File: src/rtl/uart_ack_sender.sv
// UART transmitter with acknowledge handshake: sends one byte, waits for an ACK byte,
// retransmits on timeout up to a bounded count, and reports done/fail.
module uart_ack_sender #(
    parameter int                    CLK_FREQ              = 50_000_000,
    parameter int                    UART_WIDTH            = 8,
    parameter int                    UART_BAUD_RATE        = 230400,
    parameter int                    ACK_TIMEOUT           = 1,
    parameter int                    UART_RETRANSMIT_COUNT = 5,
    parameter logic [UART_WIDTH-1:0] UART_ACK              = 8'b11001100
) (
    input  logic                  clk,
    input  logic                  rst,
    input  logic [UART_WIDTH-1:0] data_in,
    input  logic                  send,
    output logic                  ready,
    output logic                  tx,
    input  logic [UART_WIDTH-1:0] ack_byte,
    input  logic                  ack_valid,
    output logic                  done,
    output logic                  fail,
    output logic [2:0]            attempts
);

    localparam int CLKS_PER_BIT   = CLK_FREQ / UART_BAUD_RATE;
    localparam int TIMEOUT_CYCLES = (CLK_FREQ / 1000) * ACK_TIMEOUT;
    localparam int CW = (CLKS_PER_BIT > 1)   ? $clog2(CLKS_PER_BIT)   : 1;
    localparam int TW = (TIMEOUT_CYCLES > 1) ? $clog2(TIMEOUT_CYCLES) : 1;
    localparam int BW = (UART_WIDTH > 1)     ? $clog2(UART_WIDTH)     : 1;

    localparam logic [CW-1:0] CLK_LAST     = CW'(CLKS_PER_BIT - 1);
    localparam logic [TW-1:0] TIMER_LAST   = TW'(TIMEOUT_CYCLES - 1);
    localparam logic [BW-1:0] BIT_LAST     = BW'(UART_WIDTH - 1);
    localparam logic [2:0]    MAX_ATTEMPTS = 3'(1 + UART_RETRANSMIT_COUNT);

    localparam logic [2:0] IDLE     = 3'd0;
    localparam logic [2:0] START    = 3'd1;
    localparam logic [2:0] DATA     = 3'd2;
    localparam logic [2:0] STOP     = 3'd3;
    localparam logic [2:0] WAIT_ACK = 3'd4;

    logic [2:0]            state_reg;
    logic [UART_WIDTH-1:0] data_reg;
    logic [UART_WIDTH-1:0] shift_reg;
    logic [CW-1:0]         clk_cnt_reg;
    logic [BW-1:0]         bit_idx_reg;
    logic [TW-1:0]         timer_reg;
    logic [2:0]            attempts_reg;
    logic                  tx_reg;
    logic                  done_reg;
    logic                  fail_reg;

    // Holding ready low during the done/fail pulse makes ready rise the cycle after it.
    assign ready    = (state_reg == IDLE) && !done_reg && !fail_reg;
    assign tx       = tx_reg;
    assign done     = done_reg;
    assign fail     = fail_reg;
    assign attempts = attempts_reg;

    always_ff @(posedge clk) begin
        if (rst) begin
            state_reg    <= IDLE;
            data_reg     <= '0;
            shift_reg    <= '0;
            clk_cnt_reg  <= '0;
            bit_idx_reg  <= '0;
            timer_reg    <= '0;
            attempts_reg <= 3'd0;
            tx_reg       <= 1'b1;
            done_reg     <= 1'b0;
            fail_reg     <= 1'b0;
        end else begin
            done_reg <= 1'b0;
            fail_reg <= 1'b0;
            case (state_reg)
                IDLE: begin
                    if (send && ready) begin
                        data_reg     <= data_in;
                        shift_reg    <= data_in;
                        attempts_reg <= 3'd1;
                        clk_cnt_reg  <= '0;
                        tx_reg       <= 1'b0;
                        state_reg    <= START;
                    end
                end
                START: begin
                    if (clk_cnt_reg == CLK_LAST) begin
                        clk_cnt_reg <= '0;
                        bit_idx_reg <= '0;
                        tx_reg      <= shift_reg[0];
                        shift_reg   <= shift_reg >> 1;
                        state_reg   <= DATA;
                    end else begin
                        clk_cnt_reg <= clk_cnt_reg + 1'b1;
                    end
                end
                DATA: begin
                    if (clk_cnt_reg == CLK_LAST) begin
                        clk_cnt_reg <= '0;
                        if (bit_idx_reg == BIT_LAST) begin
                            tx_reg    <= 1'b1;
                            state_reg <= STOP;
                        end else begin
                            bit_idx_reg <= bit_idx_reg + 1'b1;
                            tx_reg      <= shift_reg[0];
                            shift_reg   <= shift_reg >> 1;
                        end
                    end else begin
                        clk_cnt_reg <= clk_cnt_reg + 1'b1;
                    end
                end
                STOP: begin
                    if (clk_cnt_reg == CLK_LAST) begin
                        clk_cnt_reg <= '0;
                        timer_reg   <= '0;
                        state_reg   <= WAIT_ACK;
                    end else begin
                        clk_cnt_reg <= clk_cnt_reg + 1'b1;
                    end
                end
                WAIT_ACK: begin
                    // A matching ACK takes priority over an expiring timeout.
                    if (ack_valid && (ack_byte == UART_ACK)) begin
                        done_reg  <= 1'b1;
                        state_reg <= IDLE;
                    end else if (timer_reg == TIMER_LAST) begin
                        if (attempts_reg < MAX_ATTEMPTS) begin
                            attempts_reg <= attempts_reg + 1'b1;
                            shift_reg    <= data_reg;
                            clk_cnt_reg  <= '0;
                            tx_reg       <= 1'b0;
                            state_reg    <= START;
                        end else begin
                            fail_reg  <= 1'b1;
                            state_reg <= IDLE;
                        end
                    end else begin
                        timer_reg <= timer_reg + 1'b1;
                    end
                end
                default: begin
                    tx_reg    <= 1'b1;
                    state_reg <= IDLE;
                end
            endcase
        end
    end

endmodule
File: config.mk
export PLATFORM = sky130hd
export DESIGN_NAME = uart_ack_sender
export DESIGN_NICKNAME = d
export VERILOG_FILES = /design/src/rtl/uart_ack_sender.sv
export SDC_FILE = /design/constraint.sdc
export NUM_CORES = 1
export LEC_CHECK = 0
export ABC_AREA = 0
export CORE_MARGIN = 2
export CORE_UTILIZATION = 68
export DETAILED_ROUTE_END_ITERATION = 6
export DONT_BUFFER_PORTS = 1
export PLACE_DENSITY_LB_ADDON = 0.12
export SLEW_MARGIN = 20
export SYNTH_ARGS = -nofsm -noshare
export SYNTH_HDL_FRONTEND = slang
export SYNTH_SLANG_ARGS = --single-unit
File: constraint.sdc
create_clock -name clk -period 6 [get_ports clk]
set_clock_uncertainty 0.1 [all_clocks]
set_input_delay 0.9 -clock clk [delete_from_list [all_inputs] [get_ports clk]]
set_output_delay 0.9 -clock clk [all_outputs]
set_load 0.02 [all_outputs]
==> results by group <==
Outcome
  • Result of the run: finished clean

Floorplan
  • Starting density of the core: 0.700
  • Die Footprint: approximately 0.0046 mm^2
  • Count of standard-cell rows: 23
  • Core ar.: 0.00397 mm^2
  • Chip width: around 68 um
  • Number of ports placed on the die boundary: 27
  • Die Ht: 68.0 um

Layout
  • Non-filler instance count after layout: around 360
  • Number of nets in the finished design: 339
  • Fraction of layout cells with a size suffix above 1: 0.0701
  • Area growth from synthesis to final layout: 2.43%
  • Antenna diode instance count: 0
  • Largest register FFs: 16

Critical path
  • Terminus of the critical flop-to-flop path: attempts[0]$_SDFFE_PP0P_
  • Worst-case reg-to-reg path depth: 5
  • Endpoint arrival time on the critical path: 2.91 ns
  • Critical setup path kind: register to register
  • Highest net fanout along the worst path: 16
  • CP Data Required Time: roughly 6 ns
  • CP endpoint: attempts[0]$_SDFFE_PP0P_
  • Kind of end point of the critical path: register
  • Critical path launch point type: register
  • Reg2Reg Setup Slack: approximately 3.2 ns
  • FF-to-FF Start: state_reg[2]$_SDFFE_PP0P_
  • Start point of the critical path: state_reg[2]$_SDFFE_PP0P_

Place
  • Input/output buffers: 0
  • DP Cell Count: 356
  • RePlAce Congestion: around 0.86
  • Detail Placement HPWL: between 4 and 5 mm

Power and ir drop
  • Sequential share of power: 0.450
  • Reported net switching power: 389 uW
  • Combinational cell fraction of total power: 0.346
  • Lkg Pwr: roughly 0.0010 uW
  • Fraction of power spent switching nets: 0.382
  • Part of the power in the clock network: 0.204
  • P per Cell Area: approximately 360 mW/mm^2
  • Int Power: about 630 uW
  • Worst-case vdd ir drop: around 220 uV

Logic synthesis
  • Fraction of the yosys area taken by sequential cells: 0.374
  • Mapped Avg Cell Area: 8.58 um^2
  • Dominant synthesized flop cell: dfxtp_1
  • Warnings, synthesis: 0
  • Distinct cell type count of the synthesized netlist: 57
  • Post-synthesis register bit count: 52
  • Top post-synthesis cells by area: dfxtp_1 37%, a21oi_1 5.0%, nand2_1 3.6%, mux2i_1 3.2%, o21ai_0 3.1%
  • Yosys top cell by area: dfxtp_1
  • Count of flip-flops with a built-in enable after synthesis: 0
  • Post-synth net total: 350
  • Fraction of post-synthesis cell area in the top cell type by area: 0.374
  • Synth Cell Area: roughly 0.0028 mm^2
  • Number of standard cells after synthesis: roughly 320
  • Share of flip-flops with an asynchronous set or reset: 0

STA
  • Post-route minimum period: roughly 2.8 ns
  • Unrepaired setup endpoints after global routing: no
  • Fmax: about 360 MHz
  • Final setup fails: 0
  • Total negative slack for setup checks: 0 ns
  • Headroom to the max-slew limit: 0.310
  • Pins Over Slew Limit: 0
  • Final clock period utilization by the worst path: 0.466
  • Transition time at the pin with the least slew margin: 1.03 ns
  • Count of endpoints failing hold in the final timing report: 0

Clocking
  • Clk Tree Root Cell: clkbuf_8
  • Number of gates resized after CTS: 0
  • Clk buf depth: 2
  • Clock insertion delay at the later pin of the skew report: about 0.31 ns
  • Number of H-tree branching levels: 2
  • Number of hold buffers added after cts: 0
  • Clock buffer count from CTS: 5
  • Post-CTS setup buffer count: 0
  • TritonCTS clock tree: done
  • CTS sink cnt: 52
  • Clock transition at the registers of the reported paths: about 0.090 ns

Hold path
  • Hold path start: bit_idx_reg[1]$_SDFFE_PP0P_
  • Instance count along the most critical hold path: 2
  • Path category of the worst min-delay check: register to register

Global routing
  • Number of antenna violations at the first check in global routing: 0
  • GRT Residual Overflow: 0
  • All-layer global routing usage: 0.279
  • Met2 usage in global routing: 0.461
  • Largest net degree at the start of global routing: 37
  • GR Util met3: 0.0477
  • First-pass GRT wire length: 10.0 mm
  • Met1 Track Usage GR: 0.372
  • Vias in the first global route: around 2300
  • Most utilized layer in the global route result: met2

Route
  • Detailed-routing iteration count for the pre-antenna-repair pass: 4
  • Final wirelength: between 5 and 6 mm
  • DRT iter0 DRCs: between 150 and 200
  • Antenna viol nets, final: 0
  • Via count: between 2000 and 2500
  • Detail-routed via count per cell: slightly below 7
  • Routed WL per cell: approximately 16 um
  • Post-detailed-route DRC marker count: 0

Run
  • MaxCap Viol Count: 0
-- placed cells by master (no fill, tap or decap), drive strengths merged, types with 6 or more instances in the layout --
cell type	count
mux2i	9
o31ai	8
a22oi	7
nor3	9
nand2	27
nor2	19
a211o	8
clkbuf	7
o21a	10
nand3	14
or4	6
a21oi	30
and3	6
ha	6
dfxtp	52
o21ai	17
nand4	14
-- Yosys cell counts (all sizes together) (5+ instances only) --
library cell and instances:
a211o 8, a21oi 30, a22oi 7, and3 6, and4 5, buf 7
clkbuf 11, dfxtp 52, ha 6, mux2i 9, nand2 27, nand3 14
nand4 14, nor2 19, nor3 9, o211ai 5, o21a 10, o21ai 17
o31ai 8, or3 5, or4 6
-- worst max-delay path: stages (launching register included) --
cell and delay, ns:
dfxtp_1 0.58, nor3b_4 0.70, nand4_2 0.52, and3_1 0.39, and4_1 0.21, nor4_1 0.21
-- per-layer routing --
| layer | vias to the layer above | share of wire |
|---|---|---|
| met3 | 5 | 0.058 |
| met2 | 59 | 0.47 |
| li1 | 1223 | - |
| met5 | - | 0 |
| met1 | 1167 | 0.46 |
| met4 | 0 | 0.0099 |
-- power by group through the flow --
stage                     logic, uW  clock network (uW)  registers [uW]
after floorplan                 317                   0             439
after global placement          342                   0             462
after detailed placement        350                   0             464
after CTS                       350                 211             457
after global routing            396                 222             466
final                           352                 207             458
-- cells by family after synthesis --
family                   after synthesis  synth area share
XOR/XNOR                               2           0.00630
AO/OA/AOI/OAI                        104             0.252
buffers and inverters                 22            0.0373
flip-flops                            52             0.374
multiplexers                           9            0.0324
AND/OR/NAND/NOR                      129             0.270
adder cells (fa/ha/maj)                6            0.0270
-- stage by stage --
step / total power (uW) / cell area [um^2] / utilization / hold slack (ns) / setup WS, ns
after floorplan: 756 / 2780 / - / 0.331 / 3.61
after global placement: 804 / 2760 / 0.694 / 0.339 / 3.23
after detailed placement: 814 / 2760 / 0.694 / 0.345 / 3.22
after CTS: 1020 / 2850 / 0.717 / 0.357 / 3.27
after global routing: 1080 / 2850 / 0.717 / 0.381 / 2.89
final: 1020 / 2850 / 0.717 / 0.357 / 3.20
-- how the worst min path moves through the flow --
stage	to	slack (ns)
global route	bit_idx_reg[1]$_SDFFE_PP0P_	0.38
finish	bit_idx_reg[1]$_SDFFE_PP0P_	0.36
detailed placement	bit_idx_reg[1]$_SDFFE_PP0P_	0.34
global placement	bit_idx_reg[1]$_SDFFE_PP0P_	0.34
floorplan	clk_cnt_reg[7]$_SDFFE_PP0P_	0.33
CTS	bit_idx_reg[1]$_SDFFE_PP0P_	0.36
-- area by class of cell --
type,instances,area (um^2)
inverter,4,15.0
tap,50,62.6
multi-input combinational,250,1640
clock inverter,1,7.51
sequential,52,1040
clock buffer,7,86.3
fill,341,1120
(Power assumes the default switching activity.)
